`config.mk`:
```
export PLATFORM = sky130hd
export DESIGN_NAME = twos_to_signmag_serial_flat
export DESIGN_NICKNAME = d
export VERILOG_FILES = /design/src/rtl/twos_to_signmag_serial_if.sv /design/src/rtl/twos_to_signmag_serial.sv /design/src/flat_wrapper.sv
export SDC_FILE = /design/constraint.sdc
export NUM_CORES = 1
export LEC_CHECK = 0
export ABC_AREA = 1
export CAP_MARGIN = 15
export CORE_AREA = 5 5 55 57
export CTS_BUF_LIST = sky130_fd_sc_hd__clkbuf_16
export DETAILED_ROUTE_END_ITERATION = 7
export DIE_AREA = 0 0 60 62
export DONT_BUFFER_PORTS = 1
export PLACE_DENSITY = 0.82
export SETUP_SLACK_MARGIN = 0.2
export SLEW_MARGIN = 15
export SYNTH_ARGS = -nofsm -noshare
export SYNTH_HDL_FRONTEND = slang
export SYNTH_SLANG_ARGS = --single-unit
export TNS_END_PERCENT = 20
```
`constraint.sdc`:
```
create_clock -name CLK -period 1.41 [get_ports CLK]
set_clock_uncertainty 0.05 [all_clocks]
set_input_delay 0.2115 -clock CLK [delete_from_list [all_inputs] [get_ports CLK]]
set_output_delay 0.2115 -clock CLK [all_outputs]
set_load 0.02 [all_outputs]
```
`src/rtl/twos_to_signmag_serial_if.sv`:
```
// Operand/result handshake bundle for twos_to_signmag_serial.
// The slave side is the decoder; the master side is the source/consumer.
interface twos_to_signmag_serial_if #(
    parameter int unsigned WIDTH = 8
);
    logic             in_valid;
    logic             in_ready;
    logic [WIDTH-1:0] in_data;
    logic             out_valid;
    logic             out_ready;
    logic             out_sign;
    logic [WIDTH-1:0] out_mag;
    logic [WIDTH-1:0] out_signmag;
    logic             out_ovf;

    modport master (
        output in_valid,
        output in_data,
        output out_ready,
        input  in_ready,
        input  out_valid,
        input  out_sign,
        input  out_mag,
        input  out_signmag,
        input  out_ovf
    );

    modport slave (
        input  in_valid,
        input  in_data,
        input  out_ready,
        output in_ready,
        output out_valid,
        output out_sign,
        output out_mag,
        output out_signmag,
        output out_ovf
    );
endinterface

```
`src/rtl/twos_to_signmag_serial.sv`:
```
// Bit-serial two's-complement to sign/magnitude decoder (LSB-first copy-until-first-one-then-invert).
// Optional SIGNMAG_FASTPATH_EN: non-negative operands skip the shift phase (IDLE->DONE in one edge).
module twos_to_signmag_serial #(
    parameter int unsigned WIDTH = 8,
    parameter int unsigned CNT_W = 3
) (
    input  logic                          CLK,
    input  logic                          RESET,
    twos_to_signmag_serial_if.slave       bus,
    output logic                          busy
);

    typedef enum logic [1:0] {
        ST_IDLE  = 2'd0,
        ST_SHIFT = 2'd1,
        ST_DONE  = 2'd2
    } state_e;

    localparam logic [CNT_W-1:0] LAST_BIT = CNT_W'(WIDTH - 1);

    state_e             state_q,   state_d;
    logic [WIDTH-1:0]   sr_q,      sr_d;
    logic [CNT_W-1:0]   cnt_q,     cnt_d;
    logic               sign_q,    sign_d;
    logic               seen_q,    seen_d;
    logic [WIDTH-1:0]   mag_q,     mag_d;
    logic [WIDTH-1:0]   signmag_q, signmag_d;
    logic               ovf_q,     ovf_d;

    logic               bit_c;
    logic               out_bit_c;

    // Negative operands: pass bits up to and including the first one, invert after it
    assign bit_c     = sr_q[0];
    assign out_bit_c = (sign_q && seen_q) ? ~bit_c : bit_c;

    always_comb begin
        state_d   = state_q;
        sr_d      = sr_q;
        cnt_d     = cnt_q;
        sign_d    = sign_q;
        seen_d    = seen_q;
        mag_d     = mag_q;
        signmag_d = signmag_q;
        ovf_d     = ovf_q;

        unique case (state_q)
            ST_IDLE: begin
                if (bus.in_valid) begin
                    sr_d    = bus.in_data;
                    sign_d  = bus.in_data[WIDTH-1];
                    seen_d  = 1'b0;
                    cnt_d   = '0;
                    mag_d   = '0;
                    state_d = ST_SHIFT;
`ifdef SIGNMAG_FASTPATH_EN
                    // A non-negative operand is already its own magnitude
                    if (!bus.in_data[WIDTH-1]) begin
                        mag_d     = bus.in_data;
                        signmag_d = bus.in_data;
                        ovf_d     = 1'b0;
                        state_d   = ST_DONE;
                    end
`endif
                end
            end

            ST_SHIFT: begin
                sr_d   = {1'b0, sr_q[WIDTH-1:1]};
                seen_d = seen_q | bit_c;
                mag_d  = {out_bit_c, mag_q[WIDTH-1:1]};
                cnt_d  = cnt_q + CNT_W'(1);
                if (cnt_q == LAST_BIT) begin
                    state_d = ST_DONE;
                    // Only the most negative value yields a magnitude with its MSB set
                    ovf_d     = sign_q & mag_d[WIDTH-1];
                    signmag_d = ovf_d ? {WIDTH{1'b1}} : {sign_q, mag_d[WIDTH-2:0]};
                end
            end

            ST_DONE: begin
                if (bus.out_ready) begin
                    state_d = ST_IDLE;
                end
            end

            default: begin
                state_d = ST_IDLE;
            end
        endcase
    end

    always_ff @(posedge CLK) begin
        if (RESET) begin
            state_q   <= ST_IDLE;
            sr_q      <= '0;
            cnt_q     <= '0;
            sign_q    <= 1'b0;
            seen_q    <= 1'b0;
            mag_q     <= '0;
            signmag_q <= '0;
            ovf_q     <= 1'b0;
        end else begin
            state_q   <= state_d;
            sr_q      <= sr_d;
            cnt_q     <= cnt_d;
            sign_q    <= sign_d;
            seen_q    <= seen_d;
            mag_q     <= mag_d;
            signmag_q <= signmag_d;
            ovf_q     <= ovf_d;
        end
    end

    assign bus.in_ready    = (state_q == ST_IDLE);
    assign bus.out_valid   = (state_q == ST_DONE);
    assign busy            = (state_q == ST_SHIFT) || (state_q == ST_DONE);
    assign bus.out_sign    = sign_q;
    assign bus.out_mag     = mag_q;
    assign bus.out_signmag = signmag_q;
    assign bus.out_ovf     = ovf_q;

endmodule

```
`src/flat_wrapper.sv`:
```
// flat-port wrapper written by rule: the top's interface ports become plain ports
module twos_to_signmag_serial_flat 
#(
    parameter int unsigned WIDTH = 8,
    parameter int unsigned CNT_W = 3
)
  (CLK, RESET, busy, bus_in_valid, bus_in_data, bus_out_ready, bus_in_ready, bus_out_valid, bus_out_sign, bus_out_mag, bus_out_signmag, bus_out_ovf);
  twos_to_signmag_serial_if #(.WIDTH(WIDTH)) bus_i ();
  input  logic CLK;
  input  logic RESET;
  output logic busy;
  input wire logic [$bits(bus_i.in_valid)-1:0] bus_in_valid;
  input wire logic [$bits(bus_i.in_data)-1:0] bus_in_data;
  input wire logic [$bits(bus_i.out_ready)-1:0] bus_out_ready;
  output wire logic [$bits(bus_i.in_ready)-1:0] bus_in_ready;
  output wire logic [$bits(bus_i.out_valid)-1:0] bus_out_valid;
  output wire logic [$bits(bus_i.out_sign)-1:0] bus_out_sign;
  output wire logic [$bits(bus_i.out_mag)-1:0] bus_out_mag;
  output wire logic [$bits(bus_i.out_signmag)-1:0] bus_out_signmag;
  output wire logic [$bits(bus_i.out_ovf)-1:0] bus_out_ovf;
  assign bus_i.in_valid = bus_in_valid;
  assign bus_i.in_data = bus_in_data;
  assign bus_i.out_ready = bus_out_ready;
  assign bus_in_ready = bus_i.in_ready;
  assign bus_out_valid = bus_i.out_valid;
  assign bus_out_sign = bus_i.out_sign;
  assign bus_out_mag = bus_i.out_mag;
  assign bus_out_signmag = bus_i.out_signmag;
  assign bus_out_ovf = bus_i.out_ovf;
  twos_to_signmag_serial #(.WIDTH(WIDTH), .CNT_W(CNT_W)) u_core (.CLK(CLK), .RESET(RESET), .bus(bus_i), .busy(busy));
endmodule
```
==> metrics.md <==
| Metric | Value |
|---|---|
| Status | `finished, violations left` |
| Failing checks | `negative hold slack` |
| Total Wirelength | `4020 um` |
| Critical Path Fanout Max | `9` |
| Synth cell types | `19` |
| Critical path's top delay family | `flip-flops` |
| Avg WL per Cell | `16.5 um` |
| Post-Synthesis Cells | `199` |
| Synth Warn # | `0` |
| Antenna violations before repair | `0` |
| Final GP Congestion | `0.801` |
| Row count | `18` |
| Reg-to-reg startpoint | `u_core.state_q[0]` |
| Multi-input gate area | `777 um2` |
| Worst-Skew Late Latency | `280 ps` |
| Vias per inst | `5.77` |
| Fill cells | `162` |
| Via Count | `1408` |
| Final Util | `0.753` |
| Slew headroom | `0.773` |
| Critical path cell sequence | `inv_2 > ha_4 > inv_1 > nand2_4 > buf_4 > nand3_1 > a21oi_1` |
| Syn Nets | `216` |
| CP max stage cell | `dfxtp_2` |
| DIE WIDTH | `60 um` |
| RSZ-0062 raised after global routing | `true` |
| Clock root cell | `clkbuf_16` |
| Power, Total | `3.83 mW` |
| Register area | `644 um2` |
| Share of cells above drive strength 1 | `0.229` |
| Clock transition at path regs | `50 ps` |
| Hold WS | `-60.5 ps` |
| 1st-pass router iterations | `5` |
| Initial detailed-routing violation count | `130` |
| Worst reg2reg setup slack | `5 ps` |
| Setup crit start | `u_core.state_q[0]` |
| Final period util | `0.996` |
| H-tree Lvls | `2` |
| Die H | `62 um` |
| Buffer and inverter count on the worst path | `3` |
| DRC Markers | `0` |
| Slew of the pin with the lowest slew margin | `339 ps` |
| Antenna Nets Post-Route | `0` |
| Max-cap violation count | `0` |
| CTS tree | `yes` |
| Peak VDD IR | `2100 uV` |
| Hold WC Path Type | `input pin to flip-flop` |
| Num Clock Sinks | `32` |
| Vias in the first global route | `1291` |
| Min cycle time layout | `1400 ps` |
| Clock Tree Buf Depth | `2` |
| Power Density | `2090 mW/mm2` |
| Largest net degree at the start of global routing | `28` |
| Starting density of the core | `0.586` |
| Final #Nets | `230` |
| Highest clock rate | `712 MHz` |
| Post-Syn Area | `0.00143 mm2` |
| Worst endpoint data arrival time | `1550 ps` |
| Mean post-synth cell area | `7.17 um2` |
| Tot GR Track Use | `0.217` |
| First-pass GRT wire length | `5840 um` |
| Critical Path Max Stage Delay | `340 ps` |
| Reg2Reg Depth | `7` |
| Worst r2r dst | `u_core.bus.out_mag[3]` |
| Critical path endpoint | `u_core.bus.out_mag[3]` |
| Hold Vio Cnt, Final | `26` |
| CTS Buf Count | `5` |
| Antenna fix cells | `0` |
| CP endpoint kind | `flip-flop` |
| Dpl hpwl | `2240 um` |
| Max-slew violations | `0` |
| Register area share after synthesis | `0.449` |
| CP Depth | `7` |
| Core Area | `0.00243 mm2` |
| Crit start category | `flip-flop` |
| Ports | `33` |
| Gr ovfl total | `0` |
| Area Growth Syn to Fin | `28.3%` |
| Leakage | `0.776 nW` |
| Data required time of the critical path | `1560 ps` |
| Die area | `0.00372 mm2` |
| Critical path type | `flip-flop to flip-flop` |
| Port Buf Inserts | `0` |
| Final setup vio count | `0` |
| Seq cells post-synth | `32` |
## cell usage after synthesis
cell type / instances / area (um2)
nand2_1: 59 / 221
dfxtp_1: 32 / 641
a21oi_1: 27 / 135
nand3_1: 20 / 100
inv_1: 18 / 67.6
nor2_1: 15 / 56.3
o21ai_0: 6 / 30.0
ha_1: 5 / 62.6
nand2_2: 3 / 18.8
buf_2: 2 / 10.0
buf_6: 2 / 22.5
nand3_2: 2 / 20.0
o21ai_1: 2 / 10.0
a211oi_1: 1 / 7.51
buf_1: 1 / 3.75
buf_4: 1 / 7.51
clkbuf_1: 1 / 3.75
clkbuf_2: 1 / 5.00
clkinv_1: 1 / 3.75
## layer usage
metal  part of all wire  vias to the layer above  global-route usage
met1               0.37                      631               0.240
met2               0.49                       82               0.353
met4              0.048                        0               0.130
met5                  0                        -                   0
li1                   -                      674                   -
met3              0.096                       21              0.0847
## sequential cells by signal (all words and copies together), names as in the netlist
signal / count
u_core.bus.out_mag: 8
u_core.bus.out_signmag: 8
u_core.sr_q: 8
u_core.cnt_q: 3
u_core.state_q: 2
u_core.bus.out_ovf: 1
u_core.bus.out_sign: 1
u_core.seen_q: 1
## placed cells by master (no fill, tap or decap), drive strengths merged
cell type,synthesis,routed
a211oi,1,1
a21oi,27,27
buf,6,14
bufinv,0,1
clkbuf,2,5
clkinv,1,2
clkinvlp,0,1
dfxtp,32,32
ha,5,5
inv,18,18
nand2,62,63
nand3,22,22
nor2,15,15
o21ai,8,8
## through the flow
step / worst slack (ps) / instance area [um2] / std cells / setup TNS, ps
2_1_floorplan: 170 / 1470 / 199 / 0
3_3_place_gp: 59.2 / 1500 / 228 / 0
3_5_place_dp: -71.5 / 1500 / 228 / -265
4_1_cts: 109 / 1770 / 241 / 0
5_1_grt: -31.1 / 1830 / 244 / -53.2
6_report: 5.01 / 1830 / 244 / 0
## worst min-delay path by stage
stage	start	endpoint	slack [ps]	cells after the start
finish	RESET	u_core.bus.out_signmag[4]	-60	1
global route	RESET	u_core.bus.out_signmag[4]	-60	1
CTS	RESET	u_core.bus.out_signmag[4]	-60	1
detailed placement	RESET	u_core.bus.out_mag[1]	240	1
global placement	RESET	u_core.sr_q[2]	230	1
floorplan	bus_in_data[7]	u_core.bus.out_sign	300	2
## cells by family after synthesis
logic type / after synthesis / share of synthesized area
DFF: 32 / 0.449
adders and majority gates: 5 / 0.0439
AOI/OAI and AO/OA: 36 / 0.128
and+or+nand+nor: 99 / 0.292
buffers and inverters: 27 / 0.0868
## report_power, final
group          internal [mW]  leakage, nW  switching, mW
logic                  0.608        0.431          0.890
clock network          0.822       0.0850          0.374
registers               1.03        0.261          0.103
total                   2.46        0.776           1.37
## final cells by class
type,count,share of cell area
sequential,32,0.352
clock buffer,5,0.0684
tap,30,0.0205
clock inverter,3,0.0212
multi-input combinational,141,0.424
inverter,19,0.0451
timing repair buffer,14,0.0684
## repair_timing
action | CTS | global route
setup buffers | 4 | 3
gates resized for setup | 19 | 10
endpoints found under the setup margin | 35 | 35
hold endpoints to repair | 26 | 26
pin swaps | 2 | 4
gates cloned | 1 | 0
Note: power is estimated with default switching activity, not from simulation.
